### src/rtl/front_panel_sequencer_if.sv
// front_panel_sequencer_if: panel levels in, CPU clock-enable/reset/phase/state out.
// FP_BREAKPOINT_EN adds the bp_hit/bp_flag pair.
interface front_panel_sequencer_if #(parameter int PW = 2);
    logic          reset_sw;
    logic          run_stop;
    logic          fast_slow;
    logic          step_sw;
    logic          cycle_sw;
    logic          cpu_clk_en;
    logic          cpu_reset;
    logic          running;
    logic [PW-1:0] phase;
    logic [2:0]    state;
`ifdef FP_BREAKPOINT_EN
    logic          bp_hit;
    logic          bp_flag;
`endif
    modport master (
        output reset_sw, run_stop, fast_slow, step_sw, cycle_sw,
`ifdef FP_BREAKPOINT_EN
        output bp_hit,
        input  bp_flag,
`endif
        input  cpu_clk_en, cpu_reset, running, phase, state
    );
    modport slave (
        input  reset_sw, run_stop, fast_slow, step_sw, cycle_sw,
`ifdef FP_BREAKPOINT_EN
        input  bp_hit,
        output bp_flag,
`endif
        output cpu_clk_en, cpu_reset, running, phase, state
    );
endinterface

### src/rtl/front_panel_sequencer.sv
// front_panel_sequencer: panel-driven CPU clock-enable pulses, reset sequence and phase count on hwclk.
// Define FP_BREAKPOINT_EN to add the bp_hit breakpoint stop and sticky bp_flag.
module front_panel_sequencer #(
    parameter int FAST_DIV    = 366,
    parameter int SLOW_DIV    = 12000000,
    parameter int RESET_TICKS = 4,
    parameter int PHASES      = 4,
    parameter int PW          = 2
) (
    input logic                    hwclk,
    input logic                    reset,
    front_panel_sequencer_if.slave bus
);
    localparam int MAXDIV = FAST_DIV > SLOW_DIV ? FAST_DIV : SLOW_DIV;
    localparam int CW = $clog2(MAXDIV + 1);
    localparam int TW = $clog2(RESET_TICKS + 1);
    localparam logic [CW-1:0] FAST_TOP  = CW'(FAST_DIV - 1);
    localparam logic [CW-1:0] SLOW_TOP  = CW'(SLOW_DIV - 1);
    localparam logic [TW-1:0] TICKS_END = TW'(RESET_TICKS);
    localparam logic [PW-1:0] PH_TOP    = PW'(PHASES - 1);

    typedef enum logic [2:0] {
        S_RST   = 3'd0,
        S_HALT  = 3'd1,
        S_RUN   = 3'd2,
        S_DRAIN = 3'd3,
        S_STEP  = 3'd4,
        S_CYCLE = 3'd5
    } state_t;

    state_t        r_state;
    logic [4:0]    r_s1, r_s2;
    logic [4:2]    r_s3;
    logic [CW-1:0] r_cnt;
    logic [TW-1:0] r_tcnt;
    logic [PW-1:0] r_phase;
    logic          r_en, r_cpu_reset, r_running;
    logic          w_rst_sw, w_run, w_fs_chg, w_step_e, w_cyc_e, w_tick, w_wrap, w_go, w_stop;
    logic [CW-1:0] w_top;
    logic [PW-1:0] w_ph_inc, w_ph_nx;

    // sync bits: 0 reset_sw, 1 run_stop, 2 fast_slow, 3 step_sw, 4 cycle_sw
    assign w_rst_sw = r_s2[0];
    assign w_run    = r_s2[1];
    assign w_fs_chg = r_s2[2] ^ r_s3[2];
    assign w_step_e = r_s2[3] & ~r_s3[3];
    assign w_cyc_e  = r_s2[4] & ~r_s3[4];
    assign w_top    = r_s2[2] ? FAST_TOP : SLOW_TOP;
    assign w_tick   = !w_fs_chg && r_cnt >= w_top;
    assign w_ph_inc = r_phase == PH_TOP ? '0 : r_phase + 1'b1;
    assign w_ph_nx  = r_en ? w_ph_inc : r_phase;
    assign w_wrap   = r_en && r_phase == PH_TOP;

`ifdef FP_BREAKPOINT_EN
    logic r_bp_flag, r_bp_hold;
    // after a breakpoint, run_stop must be seen low before RUN can resume
    assign w_go        = w_run && !r_bp_hold;
    assign w_stop      = !w_run || (bus.bp_hit && r_en);
    assign bus.bp_flag = r_bp_flag;
`else
    assign w_go   = w_run;
    assign w_stop = !w_run;
`endif

    always_ff @(posedge hwclk or posedge reset) begin
        if (reset) begin
            r_state     <= S_RST;
            r_s1        <= '0;
            r_s2        <= '0;
            r_s3        <= '0;
            r_cnt       <= '0;
            r_tcnt      <= '0;
            r_phase     <= '0;
            r_en        <= 1'b0;
            r_cpu_reset <= 1'b1;
            r_running   <= 1'b0;
`ifdef FP_BREAKPOINT_EN
            r_bp_flag   <= 1'b0;
            r_bp_hold   <= 1'b0;
`endif
        end else begin
            r_s1  <= {bus.cycle_sw, bus.step_sw, bus.fast_slow, bus.run_stop, bus.reset_sw};
            r_s2  <= r_s1;
            r_s3  <= r_s2[4:2];
            r_cnt <= (w_fs_chg || w_tick) ? '0 : r_cnt + 1'b1;
            r_en  <= 1'b0;
            if (r_en && !r_cpu_reset) r_phase <= w_ph_inc;
`ifdef FP_BREAKPOINT_EN
            if (!w_run) r_bp_hold <= 1'b0;
`endif
            if (w_rst_sw) begin
                r_state     <= S_RST;
                r_cpu_reset <= 1'b1;
                r_running   <= 1'b0;
                r_phase     <= '0;
                r_tcnt      <= '0;
                r_en        <= w_tick;
`ifdef FP_BREAKPOINT_EN
                r_bp_flag   <= 1'b0;
                r_bp_hold   <= 1'b0;
`endif
            end else begin
                case (r_state)
                    S_RST: begin
                        if (r_tcnt == TICKS_END) begin
                            r_state     <= S_HALT;
                            r_cpu_reset <= 1'b0;
                        end else begin
                            r_en <= w_tick;
                            if (w_tick) r_tcnt <= r_tcnt + 1'b1;
                        end
                    end
                    S_HALT: begin
                        if (w_go) begin
                            r_state   <= S_RUN;
                            r_running <= 1'b1;
`ifdef FP_BREAKPOINT_EN
                            r_bp_flag <= 1'b0;
`endif
                        end else if (w_cyc_e) r_state <= S_CYCLE;
                        else if (w_step_e) r_state <= S_STEP;
                    end
                    S_RUN: begin
                        if (w_stop) begin
                            r_state   <= w_ph_nx == '0 ? S_HALT : S_DRAIN;
                            r_running <= w_ph_nx != '0;
`ifdef FP_BREAKPOINT_EN
                            if (bus.bp_hit && r_en) begin
                                r_bp_flag <= 1'b1;
                                r_bp_hold <= 1'b1;
                            end
`endif
                        end else r_en <= w_tick;
                    end
                    S_DRAIN: begin
                        if (w_go) begin
                            r_state <= S_RUN;
                            r_en    <= w_tick;
                        end else if (w_wrap) begin
                            r_state   <= S_HALT;
                            r_running <= 1'b0;
                        end else r_en <= w_tick;
                    end
                    S_STEP: begin
                        if (r_en) r_state <= S_HALT;
                        else r_en <= 1'b1;
                    end
                    S_CYCLE: begin
                        if (w_wrap) r_state <= S_HALT;
                        else r_en <= w_tick;
                    end
                    default: r_state <= S_HALT;
                endcase
            end
        end
    end

    assign bus.cpu_clk_en = r_en;
    assign bus.cpu_reset  = r_cpu_reset;
    assign bus.running    = r_running;
    assign bus.phase      = r_phase;
    assign bus.state      = r_state;
endmodule

### src/flat_wrapper.sv
// flat-port wrapper written by rule: the top's interface ports become plain ports
module front_panel_sequencer_flat 
#(
    parameter int FAST_DIV    = 366,
    parameter int SLOW_DIV    = 12000000,
    parameter int RESET_TICKS = 4,
    parameter int PHASES      = 4,
    parameter int PW          = 2
)
  (hwclk, reset, bus_reset_sw, bus_run_stop, bus_fast_slow, bus_step_sw, bus_cycle_sw, bus_cpu_clk_en, bus_cpu_reset, bus_running, bus_phase, bus_state);
  front_panel_sequencer_if #(.PW(PW)) bus_i ();
  input logic hwclk;
  input logic reset;
  input wire logic [$bits(bus_i.reset_sw)-1:0] bus_reset_sw;
  input wire logic [$bits(bus_i.run_stop)-1:0] bus_run_stop;
  input wire logic [$bits(bus_i.fast_slow)-1:0] bus_fast_slow;
  input wire logic [$bits(bus_i.step_sw)-1:0] bus_step_sw;
  input wire logic [$bits(bus_i.cycle_sw)-1:0] bus_cycle_sw;
  output wire logic [$bits(bus_i.cpu_clk_en)-1:0] bus_cpu_clk_en;
  output wire logic [$bits(bus_i.cpu_reset)-1:0] bus_cpu_reset;
  output wire logic [$bits(bus_i.running)-1:0] bus_running;
  output wire logic [$bits(bus_i.phase)-1:0] bus_phase;
  output wire logic [$bits(bus_i.state)-1:0] bus_state;
  assign bus_i.reset_sw = bus_reset_sw;
  assign bus_i.run_stop = bus_run_stop;
  assign bus_i.fast_slow = bus_fast_slow;
  assign bus_i.step_sw = bus_step_sw;
  assign bus_i.cycle_sw = bus_cycle_sw;
  assign bus_cpu_clk_en = bus_i.cpu_clk_en;
  assign bus_cpu_reset = bus_i.cpu_reset;
  assign bus_running = bus_i.running;
  assign bus_phase = bus_i.phase;
  assign bus_state = bus_i.state;
  front_panel_sequencer #(.FAST_DIV(FAST_DIV), .SLOW_DIV(SLOW_DIV), .RESET_TICKS(RESET_TICKS), .PHASES(PHASES), .PW(PW)) u_core (.hwclk(hwclk), .reset(reset), .bus(bus_i));
endmodule
### config.mk
export PLATFORM = sky130hd
export DESIGN_NAME = front_panel_sequencer_flat
export DESIGN_NICKNAME = d
export VERILOG_FILES = /design/src/rtl/front_panel_sequencer_if.sv /design/src/rtl/front_panel_sequencer.sv /design/src/flat_wrapper.sv
export SDC_FILE = /design/constraint.sdc
export NUM_CORES = 1
export LEC_CHECK = 0
export CAP_MARGIN = 20
export CELL_PAD_IN_SITES_DETAIL_PLACEMENT = 1
export CELL_PAD_IN_SITES_GLOBAL_PLACEMENT = 1
export CORE_AREA = 2 2 73 75
export CTS_BUF_LIST = sky130_fd_sc_hd__clkbuf_2 sky130_fd_sc_hd__clkbuf_4 sky130_fd_sc_hd__clkbuf_8
export DETAILED_ROUTE_END_ITERATION = 8
export DIE_AREA = 0 0 75 77
export PLACE_DENSITY = 0.85
export SYNTH_ARGS = -nofsm -noshare
export SYNTH_HDL_FRONTEND = slang
export SYNTH_SLANG_ARGS = --single-unit
### constraint.sdc
create_clock -name hwclk -period 6.4 [get_ports hwclk]
set_clock_uncertainty 0.05 [all_clocks]
set_input_delay 1.28 -clock hwclk [delete_from_list [all_inputs] [get_ports hwclk]]
set_output_delay 1.28 -clock hwclk [all_outputs]
set_load 0.02 [all_outputs]
==> qor.txt, run 1 <==
actual slew at the worst max-slew pin -> 0.5467 ns
vias per cell -> 5.532
CTS Root Cell -> clkbuf_8
Final #Nets -> 293
max-capacitance violation count -> 0
Synth Instances -> 253
placed wire-length estimate -> 3.776 mm
Post-Synth XOR/XNOR Area -> 7.966%
DRC Markers -> 0
complex-gate fraction of the synthesized area -> 9.550%
power per cell area -> 216.1 nW/um2
total track usage -> 21.98%
drt total wl -> 5.580 mm
# clock sinks -> 48
top post-synthesis cells by area -> dfrtp_1 47%, ha_1 8.4%, nor2_1 5.9%
commonest cells in the netlist -> 47 x dfrtp_1, 40 x nor2_1, 20 x nand2_1, 17 x ha_1
maximum vdd drop -> 0.1384 mV
Crit path max-delay family -> buffers and inverters
P_leak -> 1.320 nW
# IOs -> 15
number of buffers added on ports -> 14
first-pass GRT wire length -> 9.604 mm
Mapped Nets -> 277
DR WL/cell -> 16.41 um
Worst Setup End Kind -> primary output
clock slew at reported path FFs -> 0.10 ns
RSZ-0062 raised after global routing -> no
fin. max-slew vios -> 0
die extent in y -> 77 um
Die X-Extent -> 75 um
routed vias -> 1881
Cell Area, Placed -> 2718 um2
Min-Delay Path Depth -> 0
main combinational cell family by area after synthesis -> simple AND/OR/NAND/NOR gates
DRT iter0 DRCs -> 92
vias in the first global route -> 2040
synth-to-layout area growth -> 13.71%
post-synthesis mux area share -> 1.188%
fmax -> 0.3425 GHz
initial antenna violation count -> 0
post-CTS setup buffer count -> 0
Clock Tree Buf Depth -> 2
hold_sp -> u_core.r_s1[1]$_DFF_PP0_
simple-gate portion of the synthesized area -> 22.32%
CTS buffer count -> 5
worst reg2reg startpoint -> u_core.r_s2[2]$_DFF_PP0_
number of synthesized flops with an enable pin -> 0
final hold vios -> 0
CP Cell Sequence -> clkdlybuf4s50_1
critical path's slowest cell -> clkdlybuf4s50_1
design area -> 2875 um2
Tcrit/Tclk final -> 45.62%
worst skew pair latency -> 0.31 ns
CP arrival -> 1.59 ns
# diodes -> 0
CP Class -> flop to primary output
# H-tree levels -> 2
top cell type's share of synthesized area -> 46.51%
RePlAce Congestion -> 0.7544
CP Launch Type -> flop
Adder-Cell Fraction of Synth Area -> 8.412%
critical path depth -> 1
Design Power -> 0.6215 mW
fin util -> 57.77%
TritonCTS clock tree -> built
router iterations before antenna repair -> 4
critical path required time -> 5.07 ns
Congestion Overflow GR -> 0
Starting Density -> 50.80%
Hold Path Class -> flop to flop
count leader, synth -> dfrtp_1
fraction of layout cells with a size suffix above 1 -> 10.00%
# setup viols final -> 0
Yosys reg bits -> 48
worst setup path startpoint -> u_core.bus.state[0]$_DFFE_PP0P_
ys async rst share -> 100.0%
Antenna Nets Post-Route -> 0
time the worst path needs with I/O delays and setup -> 2.920 ns
Core ar. -> 4977 um2
Warnings, synthesis -> 0
die area -> 5775 um2
hold buffers post-CTS -> 0
Slew Limit Headroom -> 63.55%
Largest stage delay, worst path -> 0.69 ns
status -> completed
cell taking the most area after synthesis -> dfrtp_1
crit path buf inv count -> 1
Rows -> 26
Synth cell types -> 44
Post-Syn Area -> 2529 um2
post-cts resize count -> 0
CP max FO -> 13
Post-Route Setup TNS -> 0 ns
Mapped Avg Cell Area -> 9.995 um2
worst reg2reg path depth -> 6
Most used DFF post-synth -> dfrtp_1
largest net degree at the start of global routing -> 49
sequential element share of the synthesized area -> 47.55%
[cell type report]
class | instances | area [um2]
fill | 565 | 2102
multi-input combinational | 189 | 1250
sequential | 48 | 1202
timing repair buffer | 15 | 160.2
tap | 70 | 87.58
clock buffer | 5 | 68.82
clock inverter | 3 | 68.82
inverter | 10 | 37.54
[routing by layer]
| layer | track usage [%] | share of wire [%] |
|---|---|---|
| met1 | 28.06 | 44 |
| met5 | 0 | 0 |
| met2 | 36.23 | 52 |
| met4 | 9.107 | 2.3 |
| met3 | 3.679 | 2.0 |
[worst paths after layout]
path	endpoint	slack [ns]
worst max-delay path	bus_state[0]	3.48
min in group asynchronous	u_core.r_s3[4]$_DFF_PP0_	1.10
max in group asynchronous	u_core.bus.cpu_reset$_DFFE_PP1P_	4.70
worst max register to register	u_core.r_cnt[22]$_DFF_PP0_	3.66
worst min register to register	u_core.r_s2[1]$_DFF_PP0_	0.30
worst min-delay path	u_core.r_s2[1]$_DFF_PP0_	0.30
[where the power goes]
group          total, mW  switching (mW)  leakage, nW  internal [mW]
sequential         0.320         0.00944        0.635          0.310
combinational     0.0334          0.0210        0.617         0.0124
clock              0.268           0.111       0.0687          0.157
total              0.621           0.142         1.32          0.480
[flip-flops by register name (all words and copies together), names as in the netlist]
| name | count |
|---|---|
| u_core.r_s3 | 3 |
| u_core.r_s1 | 5 |
| u_core.r_tcnt | 3 |
| u_core.r_s2 | 5 |
| u_core.bus.state | 3 |
| u_core.r_cnt | 24 |
| u_core.bus.running | 1 |
| u_core.bus.cpu_reset | 1 |
| u_core.bus.phase | 2 |
| u_core.bus.cpu_clk_en | 1 |
[layout by cell type (no fill, tap or decap), drive strengths merged, types with 3 or more instances in the layout]
master / count
a21oi: 14
nand4: 6
o21ai: 5
mux2i: 3
clkbuf: 5
and3: 8
ha: 17
a211oi: 3
a21o: 3
inv: 11
nand2: 20
nand3: 14
xor2: 10
clkdlybuf4s50: 14
and2: 3
nor3: 5
xnor2: 13
nor2b: 4
dfrtp: 47
nor2: 41
[through the flow]
stage	worst slack, ns	hold WS, ns	cells
after detailed placement	3.709	0.2865	331
after CTS	3.465	0.3053	339
after global routing	3.408	0.3221	340
after global placement	3.821	0.2816	331
final	3.480	0.2958	340
after floorplan	3.927	0.2812	253
[kinds of logic after synthesis]
| group | count (synthesis) |
|---|---|
| buffers and inverters | 16 |
| flip-flops | 48 |
| AO/OA/AOI/OAI | 35 |
| multiplexers | 3 |
| adder cells (fa/ha/maj) | 17 |
| XOR/XNOR | 23 |
| AND/OR/NAND/NOR | 111 |
No activity file was read; power rests on OpenSTA's default activity.
==> run 2: changes to the inputs <==
--- a/config.mk
+++ b/config.mk
@@ -8,11 +8,11 @@
 export CAP_MARGIN = 20
 export CELL_PAD_IN_SITES_DETAIL_PLACEMENT = 1
 export CELL_PAD_IN_SITES_GLOBAL_PLACEMENT = 1
-export CORE_AREA = 2 2 73 75
+export CORE_AREA = 2 2 76 78
 export CTS_BUF_LIST = sky130_fd_sc_hd__clkbuf_2 sky130_fd_sc_hd__clkbuf_4 sky130_fd_sc_hd__clkbuf_8
 export DETAILED_ROUTE_END_ITERATION = 8
-export DIE_AREA = 0 0 75 77
-export PLACE_DENSITY = 0.85
+export DIE_AREA = 0 0 78 80
+export PLACE_DENSITY = 0.79
 export SYNTH_ARGS = -nofsm -noshare
 export SYNTH_HDL_FRONTEND = slang
 export SYNTH_SLANG_ARGS = --single-unit
==> constraint.sdc (replaced) <==
create_clock -name hwclk -period 2.94 [get_ports hwclk]
set_clock_uncertainty 0.05 [all_clocks]
set_input_delay 0.588 -clock hwclk [delete_from_list [all_inputs] [get_ports hwclk]]
set_output_delay 0.588 -clock hwclk [all_outputs]
set_load 0.02 [all_outputs]
==> qor.txt, run 2 (synthesis results as in run 1) <==
clock slew at reported path FFs -> 0.09 ns (about the same)
# setup viols final -> 0 (unchanged)
worst skew pair latency -> 0.31 ns (about the same)
worst setup path startpoint -> u_core.r_s2[2]$_DFF_PP0_
sw frac -> 22.06% (-0.71 points)
worst reg2reg path depth -> 7 (+1)
CP arrival -> 2.54 ns (+0.95 ns)
# clock sinks -> 48 (unchanged)
fin. max-slew vios -> 0 (unchanged)
Core ar. -> 5405 um2 (+8.6%)
final hold vios -> 0 (unchanged)
max-capacitance violation count -> 0 (unchanged)
drt total wl -> 5.161 mm (-7.5%)
maximum vdd drop -> 0.3094 mV (+120%)
biggest regs -> u_core.r_cnt x24, u_core.r_s1 x5, u_core.r_s2 x5
fraction of layout cells with a size suffix above 1 -> 10.99% (+0.99 points)
power per cell area -> 465.0 nW/um2 (+120%)
Tcrit/Tclk final -> 80.24%
first-pass GRT wire length -> 9.384 mm (-2.3%)
DRC Markers -> 0 (unchanged)
Antenna Nets Post-Route -> 0 (unchanged)
total track usage -> 19.27% (-2.7 points)
status -> completed
fmax -> 0.4239 GHz
number of buffers added on ports -> 14 (unchanged)
Worst Setup End Kind -> flop
DR WL/cell -> 14.96 um (-8.8%)
placed wire-length estimate -> 3.783 mm (+0.18%)
RePlAce Congestion -> 0.7421 (-1.6%)
initial antenna violation count -> 0 (unchanged)
fin util -> 53.43% (-4.3 points)
sequential power share -> 51.8% (+0.4 points)
design area -> 2888 um2 (+0.44%)
CTS buffer count -> 5 (unchanged)
post-CTS setup buffer count -> 0 (unchanged)
time the worst path needs with I/O delays and setup -> 2.359 ns
Clock Tree Buf Depth -> 2 (unchanged)
Min-Delay Path Depth -> 0 (unchanged)
Hold EP -> u_core.r_s2[0]$_DFF_PP0_
# H-tree levels -> 2 (unchanged)
multi-input logic area -> 1250 um2 (unchanged)
CP Launch Type -> flop
worst reg2reg startpoint -> u_core.r_s2[2]$_DFF_PP0_
vias in the first global route -> 1946 (-4.6%)
routed vias -> 1831 (-2.7%)
reg2reg setup slack -> 0.58 ns (-3.08 ns)
Starting Density -> 46.78% (-4.0 points)
die area -> 6240 um2 (+8.1%)
router iterations before antenna repair -> 4 (unchanged)
Final #Nets -> 296 (+1.0%)
Cell Area, Placed -> 2750 um2 (+1.2%)
# IOs -> 15 (unchanged)
proportion of power drawn by combinational gates -> 5.5% (about the same)
actual slew at the worst max-slew pin -> 0.5268 ns (-0.01991 ns)
# diodes -> 0 (unchanged)
hold_sp -> u_core.r_s1[0]$_DFF_PP0_
Largest Register -> u_core.r_cnt
Hold Path Class -> flop to flop
Die X-Extent -> 78 um (+4.0%)
commonest non-fill, non-tap cell in the layout -> dfrtp_1
synth-to-layout area growth -> 14.20%
Switch Pwr -> 0.2963 mW (+110%)
storage element area -> 1202 um2 (unchanged)
fillers -> 602 (+6.5%)
Congestion Overflow GR -> 0 (unchanged)
Post-Route Setup TNS -> 0 ns (unchanged)
largest net degree at the start of global routing -> 19 (-61%)
P_leak -> 1.330 nW (+0.74%)
P_int -> 1.047 mW (+120%)
die extent in y -> 80 um (+3.9%)
most frequent cells in the layout -> 47 x dfrtp_1, 40 x nor2_1, 20 x nand2_1, 17 x ha_1, 14 x clkdlybuf4s50_1
CP max FO -> 15 (+2)
clock network fraction of total power -> 42.8% (-0.4 points)
critical path required time -> 3.12 ns (-1.95 ns)
TritonCTS clock tree -> built
hold buffers post-CTS -> 0 (unchanged)
CP Class -> flop to flop
Slew Limit Headroom -> 64.88% (+1.3 points)
DRT iter0 DRCs -> 99 (+7.6%)
vias per cell -> 5.307 (-4.1%)
CTS Root Cell -> clkbuf_8
post-cts resize count -> 0 (unchanged)
Worst R2R End -> u_core.r_tcnt[2]$_DFFE_PP0P_
Rows -> 27 (+3.8%)
max FFs per register -> 24 (unchanged)
RSZ-0062 raised after global routing -> no
==> run 2: changes by cell type in the layout (fill, tap and decap cells not counted) <==
cell,change
buf_12,-1
buf_4,+4
==> run 2: final cells by class <==
type / count / area share [%]
clock buffers: 5 / 2.383
clock inverters: 3 / 2.383
inverters: 10 / 1.300
multi-input cells: 189 / 43.28
flip-flops and latches: 48 / 41.64
well taps: 72 / 3.120
repair buffers: 18 / 5.893
==> run 2: worst max path at each step <==
stage,end,cells after the start
after floorplan,u_core.r_cnt[14]$_DFF_PP0_,7
after global placement,u_core.r_cnt[22]$_DFF_PP0_,7
after detailed placement,u_core.r_tcnt[2]$_DFFE_PP0P_,7
after CTS,u_core.r_tcnt[2]$_DFFE_PP0P_,7
after global routing,u_core.r_tcnt[2]$_DFFE_PP0P_,7
final,u_core.r_tcnt[2]$_DFFE_PP0P_,7
==> run 2: power by group through the flow <==
stage	Clock [mW]	Combinational, mW	Sequential [mW]
after global routing	0.620	0.0884	0.699
after global placement	0	0.0717	0.707
after detailed placement	0	0.0764	0.708
after CTS	0.595	0.0768	0.695
final	0.574	0.0735	0.695
after floorplan	0	0.0540	0.699
==> run 2: critical path, cell delays in order, from the launching register on <==
cell and delay, ns:
dfrtp_1 0.68, ha_1 0.37, and4_2 0.25, and4bb_2 0.23, a31oi_2 0.26, a21oi_2 0.14
a21o_1 0.19, a21oi_1 0.12
==> run 2: metal layers <==
| layer | track usage (%) | wire (um) |
|---|---|---|
| met5 | 0 | 0 |
| met4 | 8.421 | 121 |
| met3 | 3.281 | 83 |
| met2 | 31.64 | 2436 |
| met1 | 25.18 | 2520 |
==> run 2: through the flow <==
step	power [mW]	cells	hold slack [ns]	setup WS [ns]
6_report	1.343	345	0.2966	0.5808
5_1_grt	1.407	345	0.3163	0.3631
4_1_cts	1.367	345	0.3014	0.5588
3_5_place_dp	0.7849	337	0.2864	0.5846
3_3_place_gp	0.7783	337	0.2820	0.6947
2_1_floorplan	0.7533	253	0.2812	0.8334
